`src/rtl/aes_pkg.sv`:
```
// aes_pkg: shared AES scheduler constants, state encoding and parameter checks
package aes_pkg;
  localparam int AES_NR = 10;
  localparam int AES_W = 128;
  typedef logic [1:0] sched_st_t;
  localparam sched_st_t ST_IDLE = 2'd0;
  localparam sched_st_t ST_LOAD = 2'd1;
  localparam sched_st_t ST_ROUND = 2'd2;
  localparam sched_st_t ST_DONE = 2'd3;
  function automatic bit cyc_ok(input int c);
    return c == 1 || c == 2 || c == 4;
  endfunction
endpackage

```
`src/rtl/aes_sync_fifo.sv`:
```
// aes_sync_fifo: single-clock block FIFO with registered flags and no bypass
module aes_sync_fifo #(
  parameter int W = 128,
  parameter int DEPTH = 4
) (
  input  logic                    clk,
  input  logic                    kill,
  input  logic                    push_i,
  input  logic [W-1:0]            wdata_i,
  input  logic                    pop_i,
  output logic [W-1:0]            rdata_o,
  output logic                    full_o,
  output logic                    empty_o,
  output logic [$clog2(DEPTH):0]  level_o
);
  localparam int AW = $clog2(DEPTH);
  localparam logic [AW:0] FULL_LVL = (AW+1)'(DEPTH);
  if (DEPTH < 2 || (DEPTH & (DEPTH - 1)) != 0) begin : g_bad_depth
    $error("aes_sync_fifo: DEPTH must be a power of 2 and at least 2");
  end
  logic [W-1:0] mem_q [DEPTH];
  logic [AW-1:0] wr_q, rd_q;
  logic [AW:0] level_q, level_d;
  logic full_q, empty_q, do_push, do_pop;
  // a push is refused on the registered full flag, even if a pop frees space this cycle
  always_comb begin
    do_push = push_i && !full_q;
    do_pop = pop_i && !empty_q;
    level_d = level_q + {{AW{1'b0}}, do_push} - {{AW{1'b0}}, do_pop};
  end
  // pointers wrap naturally because DEPTH is a power of two
  always_ff @(posedge clk or posedge kill)
    if (kill) begin
      wr_q <= '0;
      rd_q <= '0;
      level_q <= '0;
      full_q <= 1'b0;
      empty_q <= 1'b1;
    end else begin
      wr_q <= wr_q + AW'(do_push);
      rd_q <= rd_q + AW'(do_pop);
      level_q <= level_d;
      full_q <= level_d == FULL_LVL;
      empty_q <= level_d == '0;
    end
  // storage is not reset; entries are only read after being written
  always_ff @(posedge clk)
    if (do_push) mem_q[wr_q] <= wdata_i;
  assign rdata_o = mem_q[rd_q];
  assign full_o = full_q;
  assign empty_o = empty_q;
  assign level_o = level_q;
endmodule

```
`src/rtl/aes_128_sched_ncyc.sv`:
```
// aes_128_sched_ncyc: queued AES-128 round scheduler with 1/2/4 cycles per round
module aes_128_sched_ncyc import aes_pkg::*; #(
  parameter int W = AES_W,
  parameter int CYC = 4,
  parameter int NR = AES_NR,
  parameter int DEPTH = 4
) (
  input  logic                    clk,
  input  logic                    kill,
  input  logic [W-1:0]            in_data,
  input  logic                    in_en,
  output logic                    in_ready,
  output logic [W-1:0]            core_data,
  output logic                    core_start,
  output logic                    core_en_mixcol,
  output logic [3:0]              core_round,
  output logic                    key_req,
  output logic                    out_en,
  output logic                    idle,
  output logic [$clog2(DEPTH):0]  fifo_level,
  output logic                    in_en_collision_irq_pulse
);
  if (!cyc_ok(CYC)) begin : g_bad_cyc
    $error("aes_128_sched_ncyc: CYC must be 1, 2 or 4");
  end
  localparam logic [1:0] CYC_MAX = 2'(CYC - 1);
  localparam logic [3:0] RND_MAX = 4'(NR);
  sched_st_t st_q, st_d, st_eff;
  logic [3:0] rnd_q, rnd_d;
  logic [1:0] cyc_q, cyc_d;
  logic irq_q, full, empty, load, last_cyc;
  logic [W-1:0] head;
  aes_sync_fifo #(.W(W), .DEPTH(DEPTH)) u_fifo (
    .clk(clk),
    .kill(kill),
    .push_i(in_en),
    .wdata_i(in_data),
    .pop_i(load),
    .rdata_o(head),
    .full_o(full),
    .empty_o(empty),
    .level_o(fifo_level)
  );
  // LOAD is never registered: IDLE or DONE with a queued block load in the same cycle
  always_comb begin
    load = (st_q == ST_IDLE || st_q == ST_DONE) && !empty;
    st_eff = load ? ST_LOAD : st_q;
    last_cyc = cyc_q == CYC_MAX;
    st_d = st_eff == ST_LOAD ? ST_ROUND :
           st_eff == ST_DONE ? ST_IDLE :
           (st_eff == ST_ROUND && last_cyc && rnd_q == RND_MAX) ? ST_DONE : st_eff;
    rnd_d = load ? 4'd1 : (st_q == ST_ROUND && last_cyc && rnd_q != RND_MAX) ? rnd_q + 4'd1 : rnd_q;
    cyc_d = (st_q == ST_ROUND && !last_cyc) ? cyc_q + 2'd1 : 2'd0;
  end
  // state, round/cycle counters and the dropped-push flag
  always_ff @(posedge clk or posedge kill)
    if (kill) begin
      st_q <= ST_IDLE;
      rnd_q <= 4'd0;
      cyc_q <= 2'd0;
      irq_q <= 1'b0;
    end else begin
      st_q <= st_d;
      rnd_q <= rnd_d;
      cyc_q <= cyc_d;
      irq_q <= in_en && full;
    end
  assign in_ready = !full;
  assign core_start = load;
  assign core_data = load ? head : '0;
  assign core_round = load ? 4'd0 : rnd_q;
  assign key_req = load || (st_q == ST_ROUND && cyc_q == 2'd0);
  assign core_en_mixcol = st_q == ST_ROUND && rnd_q != RND_MAX;
  assign out_en = st_q == ST_DONE;
  assign idle = st_q == ST_IDLE && empty;
  assign in_en_collision_irq_pulse = irq_q;
endmodule

```
`config.mk`:
```
export PLATFORM = sky130hd
export DESIGN_NAME = aes_128_sched_ncyc
export DESIGN_NICKNAME = d
export VERILOG_FILES = /design/src/rtl/aes_pkg.sv /design/src/rtl/aes_sync_fifo.sv /design/src/rtl/aes_128_sched_ncyc.sv
export SDC_FILE = /design/constraint.sdc
export NUM_CORES = 1
export LEC_CHECK = 0
export BUFFER_PORTS_ARGS = -buffer_cell sky130_fd_sc_hd__buf_2
export CAP_MARGIN = 25
export CORE_ASPECT_RATIO = 1.2
export CORE_MARGIN = 2
export CORE_UTILIZATION = 52
export CTS_BUF_LIST = sky130_fd_sc_hd__clkbuf_16
export DETAILED_ROUTE_END_ITERATION = 10
export PLACE_DENSITY = 0.83
export SETUP_SLACK_MARGIN = 0.05
export SLEW_MARGIN = 10
export SYNTH_ARGS = -nofsm -noshare
export SYNTH_HDL_FRONTEND = slang
export SYNTH_SLANG_ARGS = --single-unit
```
`constraint.sdc`:
```
create_clock -name clk -period 11.2 [get_ports clk]
set_input_delay 1.68 -clock clk [delete_from_list [all_inputs] [get_ports clk]]
set_output_delay 1.68 -clock clk [all_outputs]
set_load 0.01 [all_outputs]
```
==> flow_summary.yaml, run 1 <==
floorplan:
  num_rows: 79
  start_util: 0.5243
  fp.dieArea_sq_um: 40570
  fp.dieW_microns: 184.2
  core_area_sq_um: 38650
  io_pins: 273
  die_h_microns: 220.2
final_layout:
  layout.nets: 1334
  nFillCells: 2670
  fin_util: 0.6155
  area_growth_pct: 17.39
  final_common_cell: "edfxtp_1"
  final_cell_mix: "edfxtp_1, buf_2, and2_1"
  register_area_sq_um: 15830
  multi_input_area_sq_um: 4150
  drive_gt1_frac: 0.3994
job:
  drv_cap: 0
placement:
  dp_hpwl_microns: 22820
  place_congestion: 0.7354
  portBuffers: 272
sta:
  rsz0062_at_grt: "no"
  max_slew_margin: 0.2495
  hold_violations: 0
  min_period_ps: 4938
  slew_viol_final: 0
  fin_worst_skew_ps: 16.25
  finalSetupViolations: 0
  max_freq_mhz: 202.5
  finalSetupTns_ps: 0
  worst_pin_slew_ps: 1126
  period_share: 0.4409
clock_tree:
  cts_max_level: 2
  clk-insertion-delay-late_ps: 560
  cts.hold.buffers_added: 0
  cts_buffer_depth: 3
  clk_pin_slew_ps: 60
  post_cts_buffers: 0
  post_cts_resized: 0
  clock-root-buffer: "clkbuf_16"
  tritoncts: "done"
  clock_sinks: 530
  cts_buffers: 49
critical_path:
  cp.required_ps: 9520
  arrival_ps: 3260
  cp_max_fo: 97
  r2r_start: "u_fifo.full_o"
  crit_start: "st_q[0]"
  setup.worst_path.start_class: "register"
  critPathKind: "register to output pin"
  cp-end-kind: "output pin"
pwr:
  p_seq_frac: 0.476
  switchingPower_uw: 1538
  p_int_uw: 4198
  clkPwrFrac: 0.286
  power_frac_comb: 0.237
  swShare: 0.2682
  power_leakage_uw: 0.008529
  cellPowerDensity_nw_per_um2: 241.1
  peakVddDrop_v: 0.0003482
global_routing:
  grt_max_degree: 113
  grt_use_total: 0.1907
  antenna_found_initial: 15
  grt_pass1_wl_microns: 57850
  first_global_vias: 10160
  grt.overflow.total: 0
logic_synthesis:
  synthesis.area_sq_um: 20260
  syn_nets: 1041
  ys_ff_latch: 530
  synth.distinct_cells: 30
  synth.avg_cell_area_sq_um: 22.54
  synth.largest_area_cell: "edfxtp_1"
  yosysSeqAreaShare: 0.7810
  synth_area_leaders: "edfxtp_1, mux4_2, and2_1, dfrtp_1, ha_1"
  synth_top_area_frac: 0.7588
  synthCells: 899
  yosysWarnings: 0
detailed_routing:
  routed_wl_microns: 38430
  firstDrtPassIters: 5
  antenna_left: 0
  num_vias: 9553
  drc: 0
  drt_iter0_drc: 802
  post_drt_via_cell_ratio: 5.409
  wire_per_inst_microns: 21.76
status:
  run_status: "finished clean"
hold_path:
  hold_class: "register to register"
  timing.hold.worst.start: "cyc_q[0]"
power by group through the flow:
stage               clock network, uW  logic (uW)  registers (uW)
floorplan                           0        1050            2750
global placement                    0        1390            2750
detailed placement                  0        1400            2780
CTS                              1680        1400            2740
global route                     1760        1490            2770
finish                           1640        1360            2730
critical path: stages (launching register included):
cell,delay (ps)
dfrtp_1,410
inv_1,140
ha_1,240
or2_1,320
clkinv_2,410
buf_4,710
and2_1,250
buf_2,140
synth_stat cells:
master / number
a21oi_1: 2
a311oi_1: 1
and2_1: 133
and3_1: 1
and3b_1: 3
buf_2: 17
buf_4: 2
buf_6: 11
clkbuf_1: 14
dfrtp_1: 17
dfstp_2: 1
edfxtp_1: 512
fa_1: 1
ha_1: 10
inv_1: 9
inv_2: 1
mux2_2: 1
mux2i_1: 1
mux4_2: 128
nand2_1: 6
nand3_1: 3
nor2_1: 7
nor2b_1: 2
nor3_1: 2
nor3b_1: 3
o21ai_0: 2
or2_1: 1
or3_1: 2
xnor2_1: 5
xor2_1: 1
final cells by class:
class                           instances  share of cell area
Sequential cell                       530              0.6656
Multi-Input combinational cell        315              0.1745
Timing Repair Buffer                  286             0.06217
Clock buffer                           51             0.05365
Tap cell                              526             0.02767
Clock inverter                         40             0.01394
Inverter                               10            0.001631
Antenna cell                            8           0.0008416
logic make-up (layout without fill, tap and decap cells):
kind of cell / count (synthesis) / after routing / synth area share
AND/OR/NAND/NOR: 163 / 163 / 0.04897
flip-flops: 530 / 530 / 0.7810
adder cells (fa/ha/maj): 11 / 11 / 0.007163
other: 0 / 8 / 0
XOR/XNOR: 6 / 6 / 0.002593
multiplexers: 130 / 130 / 0.1433
buffers and inverters: 54 / 387 / 0.01550
AO/OA/AOI/OAI: 5 / 5 / 0.001420
flip-flops by register name, summed over array words and instances, names as in the netlist:
register,flops
u_fifo.mem_q,512
rnd_q,4
u_fifo.level_o,3
cyc_q,2
st_q,2
u_fifo.rd_q,2
u_fifo.wr_q,2
in_en_collision_irq_pulse,1
u_fifo.empty_o,1
u_fifo.full_o,1
path summary, 6_finish.rpt:
kind / to / slack (ps) / cells after the start
worst min register to register: cyc_q[0] / 470 / 1
max in group asynchronous: u_fifo.rd_q[0] / 9410 / 2
worst max-delay path: core_data[10] / 6260 / 7
min in group asynchronous: cyc_q[0] / 1250 / 2
worst max register to register: u_fifo.mem_q[2][18] / 8440 / 3
worst min-delay path: cyc_q[0] / 470 / 1
stage by stage:
| step | std cells | hold WS [ps] | total power, uW | cell area [sq um] | worst slack [ps] |
|---|---|---|---|---|---|
| 2_1_floorplan | 899 | 436.5 | 3796 | 20270 | 3250 |
| 3_3_place_gp | 1667 | 449.0 | 4134 | 22160 | 6903 |
| 3_5_place_dp | 1667 | 464.3 | 4177 | 22160 | 6792 |
| 4_1_cts | 1758 | 469.8 | 5824 | 23770 | 6198 |
| 5_1_grt | 1765 | 504.0 | 6015 | 23790 | 6009 |
| 6_report | 1766 | 465.3 | 5736 | 23790 | 6262 |
metal layers:
layer  global-route usage  part of all wire  up-vias
li1                     -                 -     4240
met1               0.2440              0.40     4912
met2               0.3248              0.51      307
met3              0.04016             0.062       82
met4              0.07227             0.028       12
met5                    0            0.0018        -
No activity file was read; power rests on OpenSTA's default activity.
==> run 2: changes to the inputs <==
--- a/config.mk
+++ b/config.mk
@@ -9,10 +9,10 @@
 export CAP_MARGIN = 25
 export CORE_ASPECT_RATIO = 1.2
 export CORE_MARGIN = 2
-export CORE_UTILIZATION = 52
+export CORE_UTILIZATION = 55
 export CTS_BUF_LIST = sky130_fd_sc_hd__clkbuf_16
 export DETAILED_ROUTE_END_ITERATION = 10
-export PLACE_DENSITY = 0.83
+export PLACE_DENSITY = 0.84
 export SETUP_SLACK_MARGIN = 0.05
 export SLEW_MARGIN = 10
 export SYNTH_ARGS = -nofsm -noshare
==> constraint.sdc (replaced) <==
create_clock -name clk -period 5.03 [get_ports clk]
set_input_delay 0.7545 -clock clk [delete_from_list [all_inputs] [get_ports clk]]
set_output_delay 0.7545 -clock clk [all_outputs]
set_load 0.01 [all_outputs]
==> flow_summary.yaml, run 2 (synthesis results as in run 1) <==
clock_tree:
  clk_pin_slew_ps: 60
  tritoncts: "done"
  post_cts_buffers: 0
  clock_sinks: 530
  cts_buffers: 49
  post_cts_resized: 0
  cts_buffer_depth: 3
  clock-root-buffer: "clkbuf_16"
  clk-insertion-delay-late_ps: 560
  cts_max_level: 2
  cts.hold.buffers_added: 0
detailed_routing:
  drt_iter0_drc: 767
  firstDrtPassIters: 5
  drc: 0
  wire_per_inst_microns: 22.36
  antenna_left: 0
  num_vias: 9623
  post_drt_via_cell_ratio: 5.611
  routed_wl_microns: 38340
sta:
  finalSetupTns_ps: 0
  slew_viol_final: 0
  finalSetupViolations: 0
  min_period_ps: 4103
  fin_worst_skew_ps: 13.32
  worst_pin_slew_ps: 909.2
  hold_violations: 0
  period_share: 0.8157
  max_freq_mhz: 243.7
  max_slew_margin: 0.3939
  rsz0062_at_grt: "no"
final_layout:
  final_cell_mix: "edfxtp_1, buf_2, and2_1"
  area_growth_pct: 17.08
  drive_gt1_frac: 0.4000
  nFillCells: 2438
  final_common_cell: "edfxtp_1"
  largest-register: "u_fifo.mem_q"
  largest_reg_flops: 512
  layout.nets: 1338
pwr:
  cellPowerDensity_nw_per_um2: 530.9
  peakVddDrop_v: 0.0004331
  power_leakage_uw: 0.008500
  finalPower_uw: 12590
critical_path:
  r2r_slack_ps: 2310
  cp.required_ps: 4280
  arrival_ps: 3350
  cp_max_fo: 71
  setup.worst_path.start_class: "register"
  cp-end-kind: "output pin"
  critPathKind: "register to output pin"
placement:
  place_congestion: 0.7699
  dp_hpwl_microns: 22580
  portBuffers: 272
global_routing:
  grt_max_degree: 72
  antenna_found_initial: 9
  grt_pass1_wl_microns: 58240
  grt.overflow.total: 0
  first_global_vias: 10280
  grt_use_total: 0.2033
floorplan:
  fp.dieArea_sq_um: 38400
  die_h_microns: 214.3
  start_util: 0.5535
  fp.dieW_microns: 179.2
  num_rows: 77
  core_area_sq_um: 36610
  io_pins: 273
status:
  run_status: "finished clean"
hold_path:
  hold_class: "input port to asynchronous set/reset pin"
job:
  drv_cap: 0
[run 2: cell types whose count changed in the layout (fill, tap and decap cells not counted)]
| cell | before | now |
|---|---|---|
| buf_12 | 1 | 7 |
| buf_4 | 13 | 11 |
| bufinv_16 | 6 | 2 |
| clkinv_1 | 7 | 15 |
| clkinv_2 | 10 | 11 |
| clkinv_4 | 0 | 1 |
| clkinvlp_4 | 2 | 1 |
| diode_2 | 8 | 6 |
| inv_1 | 24 | 17 |
| inv_8 | 0 | 1 |
[run 2: metrics by stage]
step                      utilization  std cells  cell area, sq um  setup slack, ps  hold WS, ps
after floorplan                     -        899             20280            137.6        436.5
after detailed placement       0.6064       1619             22200             1538        460.4
after CTS                      0.6476       1709             23710            910.5        297.9
after global routing           0.6479       1714             23720            663.3        336.9
final                          0.6480       1715             23720            927.1        307.9
after global placement         0.6064       1619             22200             1668        454.2
[run 2: power by group]
group | internal [uW] | switching (uW)
registers | 5770 | 340
logic | 1490 | 1560
clock network | 1940 | 1500
[run 2: critical path: stages (launching register included)]
cell and delay [ps]:
dfrtp_1 390, inv_1 110, ha_1 300, or2_1 300
clkinv_2 760, buf_12 470, and2_1 220, buf_2 150
[run 2: cell type report]
cell class / instances / area, sq um / area share
inverter: 10 / 38.79 / 0.001635
clock buffer: 51 / 1276 / 0.05379
multi-input combinational: 315 / 4150 / 0.1749
timing repair buffer: 290 / 1584 / 0.06677
antenna: 6 / 15.01 / 0.0006329
sequential: 530 / 15830 / 0.6674
clock inverter: 39 / 232.7 / 0.009810
tap: 474 / 593.1 / 0.02500
[run 2: path summary, 6_finish.rpt]
| path | start | endpoint | cells after the start |
|---|---|---|---|
| max in group asynchronous | kill | u_fifo.rd_q[1] | 2 |
| hold reg to reg | cyc_q[0] | cyc_q[0] | 1 |
| hold / removal | kill | u_fifo.full_o | 2 |
| setup reg to reg | st_q[0] | st_q[0] | 6 |
| min in group clk | in_data[93] | u_fifo.mem_q[1][93] | 1 |
| setup / recovery | st_q[0] | core_data[50] | 7 |
[run 2: layer usage]
layer  track usage  wire (microns)
met4       0.06478             919
met1        0.2583           14670
met3       0.04574            2397
met5             0              51
met2        0.3492           20310
